==> src/rtl/multicycle_control_unit_if.sv <==
// Bundle between the multi-cycle control unit and the datapath/memory side.
//   opcode, stall, mem_ready : datapath -> control unit
//   strobes, selects, state, pulses : control unit -> datapath
// modport master : control unit side
// modport slave  : datapath / memory side
interface multicycle_control_unit_if #(
  parameter int unsigned OPCODE_W = 3
);
  logic [OPCODE_W-1:0] opcode;
  logic                stall;
  logic                mem_ready;
  logic                pc_write;
  logic                ir_write;
  logic                mem_read;
  logic                mem_write;
  logic                reg_write;
  logic [1:0]          reg_dst;
  logic [1:0]          mem_to_reg;
  logic [1:0]          alu_op;
  logic                alu_src;
  logic                branch;
  logic                jump;
  logic                sign_or_zero;
  logic [2:0]          state;
  logic                instr_done;
  logic                illegal_op;
  logic                mem_timeout;

  modport master (
    input  opcode, stall, mem_ready,
    output pc_write, ir_write, mem_read, mem_write, reg_write,
           reg_dst, mem_to_reg, alu_op, alu_src, branch, jump, sign_or_zero,
           state, instr_done, illegal_op, mem_timeout
  );

  modport slave (
    output opcode, stall, mem_ready,
    input  pc_write, ir_write, mem_read, mem_write, reg_write,
           reg_dst, mem_to_reg, alu_op, alu_src, branch, jump, sign_or_zero,
           state, instr_done, illegal_op, mem_timeout
  );
endinterface

==> src/rtl/multicycle_control_unit.sv <==
// Multi-cycle MIPS-style control unit: sequences FETCH/DECODE/EXEC/MEM/WB and
// decodes per-state datapath strobes, with a memory wait timeout and stall hold.
// Ports:
//   clk   : rising-edge clock
//   reset : synchronous, active-high
//   bus   : multicycle_control_unit_if.master (opcode/stall/mem_ready in,
//           strobes, selects, state and event pulses out)
// Outputs are a combinational decode of the state, the latched opcode, the wait
// counter and the current stall/mem_ready/reset inputs, so a strobe lands in the
// same cycle as the handshake that qualifies it.
module multicycle_control_unit #(
  parameter int unsigned OPCODE_W    = 3,
  parameter int unsigned MEM_TIMEOUT = 15
) (
  input logic                        clk,
  input logic                        reset,
  multicycle_control_unit_if.master  bus
);
  localparam int unsigned CNT_W = $clog2(MEM_TIMEOUT + 1);

  typedef enum logic [2:0] {
    FETCH  = 3'd0,
    DECODE = 3'd1,
    EXEC   = 3'd2,
    MEM    = 3'd3,
    WB     = 3'd4
  } state_t;

  localparam logic [2:0] OP_R    = 3'd0;
  localparam logic [2:0] OP_SLTI = 3'd1;
  localparam logic [2:0] OP_J    = 3'd2;
  localparam logic [2:0] OP_JAL  = 3'd3;
  localparam logic [2:0] OP_LW   = 3'd4;
  localparam logic [2:0] OP_SW   = 3'd5;
  localparam logic [2:0] OP_BEQ  = 3'd6;
  localparam logic [2:0] OP_ADDI = 3'd7;

  state_t              state_q;
  state_t              state_d;
  logic [2:0]          op_q;
  logic [CNT_W-1:0]    wait_q;
  logic [OPCODE_W-1:0] opcode_c;
  logic                op_legal_c;
  logic                mem_phase_c;
  logic                timeout_c;
  logic                wait_inc_c;

  assign opcode_c = bus.opcode;

  // Any opcode bit above [2:0] set makes the instruction illegal.
  assign op_legal_c  = (opcode_c >> 3) == '0;
  assign mem_phase_c = (state_q == FETCH) || (state_q == MEM);
  assign timeout_c   = mem_phase_c && !bus.mem_ready && (wait_q == CNT_W'(MEM_TIMEOUT));
  assign wait_inc_c  = mem_phase_c && !bus.mem_ready && !timeout_c;

  // State, latched opcode and wait counter; stall freezes all three.
  // The counter clears whenever the current state is left, so it is zero on
  // every entry to FETCH or MEM (including the re-fetch after a timeout).
  always_ff @(posedge clk) begin
    if (reset) begin
      state_q <= FETCH;
      op_q    <= 3'd0;
      wait_q  <= '0;
    end else if (!bus.stall) begin
      state_q <= state_d;
      if (state_q == DECODE) op_q <= opcode_c[2:0];
      if (wait_inc_c) wait_q <= wait_q + CNT_W'(1);
      else            wait_q <= '0;
    end
  end

  // Next state and output decode.
  always_comb begin
    state_d          = state_q;
    bus.pc_write     = 1'b0;
    bus.ir_write     = 1'b0;
    bus.mem_read     = 1'b0;
    bus.mem_write    = 1'b0;
    bus.reg_write    = 1'b0;
    bus.reg_dst      = 2'b00;
    bus.mem_to_reg   = 2'b00;
    bus.alu_op       = 2'b00;
    bus.alu_src      = 1'b0;
    bus.branch       = 1'b0;
    bus.jump         = 1'b0;
    bus.sign_or_zero = 1'b1;
    bus.state        = state_q;
    bus.instr_done   = 1'b0;
    bus.illegal_op   = 1'b0;
    bus.mem_timeout  = 1'b0;

    case (state_q)
      FETCH: begin
        if (timeout_c) begin
          bus.mem_timeout = 1'b1;
          state_d         = FETCH;
        end else begin
          bus.mem_read = 1'b1;
          if (bus.mem_ready) begin
            bus.ir_write = 1'b1;
            bus.pc_write = 1'b1;
            state_d      = DECODE;
          end
        end
      end
      DECODE: begin
        if (!op_legal_c) begin
          bus.illegal_op = 1'b1;
          bus.instr_done = 1'b1;
          state_d        = FETCH;
        end else if (opcode_c[2:0] == OP_J) begin
          bus.jump       = 1'b1;
          bus.pc_write   = 1'b1;
          bus.instr_done = 1'b1;
          state_d        = FETCH;
        end else if (opcode_c[2:0] == OP_JAL) begin
          bus.jump       = 1'b1;
          bus.pc_write   = 1'b1;
          bus.reg_write  = 1'b1;
          bus.reg_dst    = 2'b10;
          bus.mem_to_reg = 2'b10;
          bus.instr_done = 1'b1;
          state_d        = FETCH;
        end else begin
          state_d = EXEC;
        end
      end
      EXEC: begin
        case (op_q)
          OP_R: begin
            bus.alu_op = 2'b00;
            state_d    = WB;
          end
          OP_SLTI: begin
            bus.alu_op       = 2'b10;
            bus.alu_src      = 1'b1;
            bus.sign_or_zero = 1'b0;
            state_d          = WB;
          end
          OP_ADDI: begin
            bus.alu_op  = 2'b11;
            bus.alu_src = 1'b1;
            state_d     = WB;
          end
          OP_LW, OP_SW: begin
            bus.alu_op  = 2'b11;
            bus.alu_src = 1'b1;
            state_d     = MEM;
          end
          OP_BEQ: begin
            bus.alu_op     = 2'b01;
            bus.branch     = 1'b1;
            bus.instr_done = 1'b1;
            state_d        = FETCH;
          end
          default: state_d = FETCH;
        endcase
      end
      MEM: begin
        if (timeout_c) begin
          bus.mem_timeout = 1'b1;
          state_d         = FETCH;
        end else if (op_q == OP_LW) begin
          bus.mem_read = 1'b1;
          if (bus.mem_ready) state_d = WB;
        end else begin
          bus.mem_write = 1'b1;
          if (bus.mem_ready) begin
            bus.instr_done = 1'b1;
            state_d        = FETCH;
          end
        end
      end
      WB: begin
        bus.reg_write  = 1'b1;
        bus.instr_done = 1'b1;
        bus.reg_dst    = (op_q == OP_R)  ? 2'b01 : 2'b00;
        bus.mem_to_reg = (op_q == OP_LW) ? 2'b01 : 2'b00;
        state_d        = FETCH;
      end
      default: state_d = FETCH;
    endcase

    // Stall and reset both suppress strobes and event pulses.
    if (bus.stall || reset) begin
      state_d         = state_q;
      bus.pc_write    = 1'b0;
      bus.ir_write    = 1'b0;
      bus.mem_read    = 1'b0;
      bus.mem_write   = 1'b0;
      bus.reg_write   = 1'b0;
      bus.instr_done  = 1'b0;
      bus.illegal_op  = 1'b0;
      bus.mem_timeout = 1'b0;
    end

    // Reset cycle shows the idle FETCH decode regardless of the held state.
    if (reset) begin
      bus.reg_dst      = 2'b00;
      bus.mem_to_reg   = 2'b00;
      bus.alu_op       = 2'b00;
      bus.alu_src      = 1'b0;
      bus.branch       = 1'b0;
      bus.jump         = 1'b0;
      bus.sign_or_zero = 1'b1;
      bus.state        = 3'd0;
    end
  end
endmodule

==> src/flat_wrapper.sv <==
// flat-port wrapper written by rule: the top's interface ports become plain ports
module multicycle_control_unit_flat 
#(
  parameter int unsigned OPCODE_W    = 3,
  parameter int unsigned MEM_TIMEOUT = 15
)
  (clk, reset, bus_opcode, bus_stall, bus_mem_ready, bus_pc_write, bus_ir_write, bus_mem_read, bus_mem_write, bus_reg_write, bus_reg_dst, bus_mem_to_reg, bus_alu_op, bus_alu_src, bus_branch, bus_jump, bus_sign_or_zero, bus_state, bus_instr_done, bus_illegal_op, bus_mem_timeout);
  multicycle_control_unit_if #(.OPCODE_W(OPCODE_W)) bus_i ();
  input logic clk;
  input logic reset;
  input wire logic [$bits(bus_i.opcode)-1:0] bus_opcode;
  input wire logic [$bits(bus_i.stall)-1:0] bus_stall;
  input wire logic [$bits(bus_i.mem_ready)-1:0] bus_mem_ready;
  output wire logic [$bits(bus_i.pc_write)-1:0] bus_pc_write;
  output wire logic [$bits(bus_i.ir_write)-1:0] bus_ir_write;
  output wire logic [$bits(bus_i.mem_read)-1:0] bus_mem_read;
  output wire logic [$bits(bus_i.mem_write)-1:0] bus_mem_write;
  output wire logic [$bits(bus_i.reg_write)-1:0] bus_reg_write;
  output wire logic [$bits(bus_i.reg_dst)-1:0] bus_reg_dst;
  output wire logic [$bits(bus_i.mem_to_reg)-1:0] bus_mem_to_reg;
  output wire logic [$bits(bus_i.alu_op)-1:0] bus_alu_op;
  output wire logic [$bits(bus_i.alu_src)-1:0] bus_alu_src;
  output wire logic [$bits(bus_i.branch)-1:0] bus_branch;
  output wire logic [$bits(bus_i.jump)-1:0] bus_jump;
  output wire logic [$bits(bus_i.sign_or_zero)-1:0] bus_sign_or_zero;
  output wire logic [$bits(bus_i.state)-1:0] bus_state;
  output wire logic [$bits(bus_i.instr_done)-1:0] bus_instr_done;
  output wire logic [$bits(bus_i.illegal_op)-1:0] bus_illegal_op;
  output wire logic [$bits(bus_i.mem_timeout)-1:0] bus_mem_timeout;
  assign bus_i.opcode = bus_opcode;
  assign bus_i.stall = bus_stall;
  assign bus_i.mem_ready = bus_mem_ready;
  assign bus_pc_write = bus_i.pc_write;
  assign bus_ir_write = bus_i.ir_write;
  assign bus_mem_read = bus_i.mem_read;
  assign bus_mem_write = bus_i.mem_write;
  assign bus_reg_write = bus_i.reg_write;
  assign bus_reg_dst = bus_i.reg_dst;
  assign bus_mem_to_reg = bus_i.mem_to_reg;
  assign bus_alu_op = bus_i.alu_op;
  assign bus_alu_src = bus_i.alu_src;
  assign bus_branch = bus_i.branch;
  assign bus_jump = bus_i.jump;
  assign bus_sign_or_zero = bus_i.sign_or_zero;
  assign bus_state = bus_i.state;
  assign bus_instr_done = bus_i.instr_done;
  assign bus_illegal_op = bus_i.illegal_op;
  assign bus_mem_timeout = bus_i.mem_timeout;
  multicycle_control_unit #(.OPCODE_W(OPCODE_W), .MEM_TIMEOUT(MEM_TIMEOUT)) u_core (.clk(clk), .reset(reset), .bus(bus_i));
endmodule
==> config.mk <==
export PLATFORM = sky130hd
export DESIGN_NAME = multicycle_control_unit_flat
export DESIGN_NICKNAME = d
export VERILOG_FILES = /design/src/rtl/multicycle_control_unit_if.sv /design/src/rtl/multicycle_control_unit.sv /design/src/flat_wrapper.sv
export SDC_FILE = /design/constraint.sdc
export NUM_CORES = 1
export LEC_CHECK = 0
export BUFFER_PORTS_ARGS = -buffer_cell sky130_fd_sc_hd__buf_4
export CORE_AREA = 3 3 47 49
export CTS_CLUSTER_DIAMETER = 40
export DETAILED_ROUTE_END_ITERATION = 10
export DIE_AREA = 0 0 50 52
export HOLD_SLACK_MARGIN = 0.02
export PLACE_DENSITY = 0.76
export SLEW_MARGIN = 20
export SYNTH_ARGS = -nofsm -noshare
export SYNTH_HDL_FRONTEND = slang
export SYNTH_SLANG_ARGS = --single-unit
==> constraint.sdc <==
create_clock -name clk -period 1.7 [get_ports clk]
set_input_delay 0.34 -clock clk [delete_from_list [all_inputs] [get_ports clk]]
set_output_delay 0.34 -clock clk [all_outputs]
set_load 0.01 [all_outputs]
* Yosys cells after proc, flatten, opt, wreduce, memory -nomap -nowiden
Cells that the tools add are included.
** Word-level totals
- Flip-flop bits (word level) :: 10
- Input bits :: 7
- Logic and storage cells :: 97
- Output and inout bits :: 21
** Operators by class
- Reduce and logical (&&, ||, !) cells :: 16
- Equal/unequal tests :: 14
- Add/sub/neg operators :: 1
- Muxes and demuxes :: 61
- Bitwise gates (word level) :: 2
** Operators with widths (count)
- $mux W1 :: 36
- $mux W3 :: 8
- $eq A3 B3 Y1 const B :: 5
- $mux W2 :: 7
- $eq A3 B2 Y1 const B :: 4
- $pmux W3 S4 :: 1
- $pmux W2 S2 :: 2
- $eq A3 B1 Y1 const B :: 2
- $logic_not A3 Y1 :: 2
- $ne A3 B2 Y1 const B :: 2
- $pmux W1 S2 :: 3
- $pmux W2 S3 :: 1
- $pmux W3 S2 :: 1
- $reduce_or A3 Y1 :: 2
- $add A4 B1 Y4 const B :: 1
- $eq A4 B4 Y1 const B :: 1
- $mux W4 :: 1
- $pmux W1 S4 :: 1
- $reduce_and A4 Y1 :: 1
- $reduce_or A2 Y1 :: 2
- $reduce_or A4 Y1 :: 1
- $logic_and A1 B1 Y1 :: 3
- $logic_not A1 Y1 :: 2
- $logic_or A1 B1 Y1 :: 2
- other kinds (2) :: 3

* Logic depth before layout (Yosys ltp)
- Depth after elaboration :: 7
- Gate-level depth with buffers :: 5

* Worst setup path after synthesis
No wires, ideal clock.
- Path kind :: reg2out
- From :: register u_core.state_q[1]
- To :: output bus_reg_dst[1]
- Buffers on the path :: 3
- Arrival :: 1.359 ns
- Setup slack :: 0.001 ns
- Cell stages (with the launch flop) :: 6
- Cells stage by stage :: dfxtp_1 buf_4 buf_4 nor4_2 and2_1 buf_4
** Between the ends
- Cells in the longest elaborated chain, start to end :: 3
- Elaborated cells on any way between the ends :: 4
** RTL lines
- from (decl) :: line multicycle_control_unit.sv:38 : state_t state_q;
- from (signal assigned) :: line multicycle_control_unit.sv:65 : state_q <= state_d;
- $eq A3 B3 Y1 or $eq A3 B1 Y1 (tied branches) :: line multicycle_control_unit.sv:92 : case (state_q)
- $pmux W2 S2 (*) :: line multicycle_control_unit.sv:92
- $mux W2 (*) :: line multicycle_control_unit.sv:198 : if (reset) begin
- to (decl) :: line flat_wrapper.sv:19 : output wire logic [$bits(bus_i.reg_dst)-1:0] bus_reg_dst;
Mark *: on every way between the ends. The rest lies on a longest branch, timed or not.

* Final worst setup path
- From :: register u_core.state_q[0]
- To :: output bus_reg_write
** Between the ends
- Cells in the longest elaborated chain, start to end :: 3
- Elaborated cells on any way between the ends :: 4
** RTL lines
- $eq A3 B3 Y1 or $eq A3 B1 Y1 (tied branches) :: line multicycle_control_unit.sv:92
- $pmux W1 S2 (*) :: line multicycle_control_unit.sv:92
- $mux W1 (*) :: line multicycle_control_unit.sv:185 : if (bus.stall || reset) begin
- to (decl) :: line flat_wrapper.sv:18 : output wire logic [$bits(bus_i.reg_write)-1:0] bus_reg_write;
Marks and branches as above.

==> run metrics <==
gp weighted congestion 0.862; commonest non-fill, non-tap cell in the layout buf_4; Die ar. 2600 um^2; critical-path cell list buf_12, nand3b_1, nor3b_1, o211a_1, buf_4; CP max FO 4; Final Max Tran Viols 0; initial antenna violation count 0; largest net degree at the start of global routing 15; DRC violations left 0; period utilisation layout 108%; die width 50 um; main combinational cell family by area after synthesis simple AND/OR/NAND/NOR gates; number of DRC markers in iteration 0 52; worst r2r src u_core.state_q[0]$_SDFFE_PP0P_; worst r2r path cells 7; total number of vias 1128; Hold Path Depth 3; Synth Area in Simple Gates 41.7%; DR pass1 iterations 4; vias in the first global route 945; Ant. Diodes 0; Nets 165; Synth Area in Compound Gates 16.3%; critical path class flop to output port; Post-Syn Area per Cell 8.03 um^2; top_reg_cell synth dfxtp_1; hold buffers post-CTS 0; XOR/XNOR Fraction of Synth Area 4.61%; IO Port Bufs 26; # rows 16; EDFF count, synth 0; Seq cells post-synth 10; initial core utilization 48.6%; critical path's largest stage delay 0.39 ns; Worst R2R End u_core.state_q[0]$_SDFFE_PP0P_; Crit. End Element output port; Pleak 0.581 nW; PD cells 425 nW/um^2; leading area contributor after synthesis dfxtp_1; failing checks setup timing; mux cell area share after synthesis 4.34%; Sink Count 10; final wirelength 3.35 mm; Floorplan Core Area 1900 um^2; Syn Std Cell Area 923 um^2; final hold slack 0.365 ns; Seq/Total Area, Yosys 21.7%; root buf cell clkbuf_4; io pins 28; Worst Hold Class input pin to flop; synthesized instance count 115; Synth top area share 21.7%; Worst R2R Setup Slack 0.04 ns; Synth Warn # 0; syn nets 123; Overflow after GRT 0; post-synthesis adder-cell area fraction 1.36%; final hold violation count 0; die height 52 um; fmax 546 MHz; Tot GR Track Use 19.9%; status complete, but fails checks; CP Data Arrival Time 1.49 ns; crit path time final 1.83 ns; synth top area cells dfxtp_1, nor2_1, mux2i_1, buf_4, nor3_1; HPWL Detailed 1.90 mm; Area growth syn-to-layout 56.5%; wire per inst 18.4 um; CP Data Required Time 1.36 ns; commonest cells after routing, fill and taps aside buf_4, nor2_1, buf_6; Post-synth ARST share 0%; global-route wire length before repair 3.99 mm; # H-tree levels 1; Via-to-Cell Ratio 6.20; peak supply drop 0.434 mV; Hold Startpoint bus_opcode[2]; count of different cell masters after synthesis 47; max-cap viol count 0; CTS Buf Count 3; clk_skew 0.00353 ns; final worst slack -0.131 ns; Crit-path slowest cell dfxtp_4; Min-Delay Endpoint u_core.op_q[2]$_SDFFE_PP0P_; Startpoint Class flop; # setup viols final 12; clk buf depth 2; clk slew on worst S/H paths 0.06 ns; Final ANT Viol Nets 0; share of cells above drive strength 1 54.2%; unrepaired setup endpoints after global routing true; Tot Pwr 0.614 mW; clk_lat worst skew 0.26 ns; TritonCTS clock tree built
metal layers:
layer | vias to the layer above | part of all wire [%] | global-route usage, %
met1 | 524 | 37 | 22.4
met2 | 80 | 49 | 35.7
li1 | 502 | - | -
met4 | 0 | 5.9 | 10.1
met5 | - | 0 | 0
met3 | 22 | 8.4 | 3.44
where the power goes:
| group | switching (mW) | internal, mW |
|---|---|---|
| sequential | 0.0158 | 0.240 |
| combinational | 0.105 | 0.0984 |
| clock | 0.0734 | 0.0814 |
worst max-delay path by stage:
stage | startpoint | end | cells after the start
finish | u_core.state_q[0]$_SDFFE_PP0P_ | bus_reg_write | 5
floorplan | u_core.state_q[1]$_SDFFE_PP0P_ | bus_reg_dst[1] | 5
global route | u_core.state_q[0]$_SDFFE_PP0P_ | bus_reg_write | 5
global placement | reset | bus_sign_or_zero | 5
CTS | u_core.state_q[0]$_SDFFE_PP0P_ | bus_mem_to_reg[1] | 5
detailed placement | u_core.wait_q[0]$_SDFFE_PP0N_ | bus_mem_timeout | 5
through the flow:
stage                     cells  setup TNS [ns]  instance area [um^2]  setup WS [ns]  util [%]
after global placement      171               0                  1180          0.104      62.2
final                       182          -0.735                  1450         -0.131      76.0
after detailed placement    171               0                  1180         0.0398      62.2
after CTS                   175          -0.358                  1280        -0.0654      67.4
after floorplan             115               0                   923       0.000946         -
after global routing        182           -1.57                  1450         -0.174      76.0
critical path, delay by kind of cell (launching register included):
family	cells	cell delay (ns)
compound gates	1	0.20
simple gates	2	0.39
buf+inv	2	0.25
flops	1	0.39
state kept, by name, indices dropped and copies added (netlist names):
register,flops
u_core.op_q,3
u_core.state_q,3
u_core.wait_q,4
cell usage after synthesis (3+ instances only):
| master | n |
|---|---|
| nand2_1 | 3 |
| buf_2 | 5 |
| nor3_1 | 7 |
| nor2_1 | 15 |
| inv_1 | 4 |
| nand2b_1 | 4 |
| nand3_1 | 4 |
| a21oi_1 | 4 |
| dfxtp_1 | 10 |
| buf_4 | 5 |
| xor2_1 | 3 |
| nor2b_1 | 3 |
| mux2i_1 | 4 |
final cells by class:
class                           instances  area (um^2)
Multi-Input combinational cell         90          761
Timing Repair Buffer                   48          393
Sequential cell                        10          220
Fill cell                             106          457
Inverter                                4         15.0
Clock buffer                            3         22.5
Tap cell                               27         33.8
cell families after synthesis:
group,after synthesis
XOR/XNOR,4
buffers and inverters,15
multiplexers,4
AO/OA/AOI/OAI,20
AND/OR/NAND/NOR,60
flip-flops,10
adder cells (fa/ha/maj),1
other,1
timing repair:
item | 4_1_cts | 5_1_grt
gates cloned | 0 | 0
resized for setup | 22 | 24
setup endpoints to repair | 16 | 14
pin swaps | 3 | 6
buffers inserted | 1 | 7
Power figures use the tool's default switching activity.
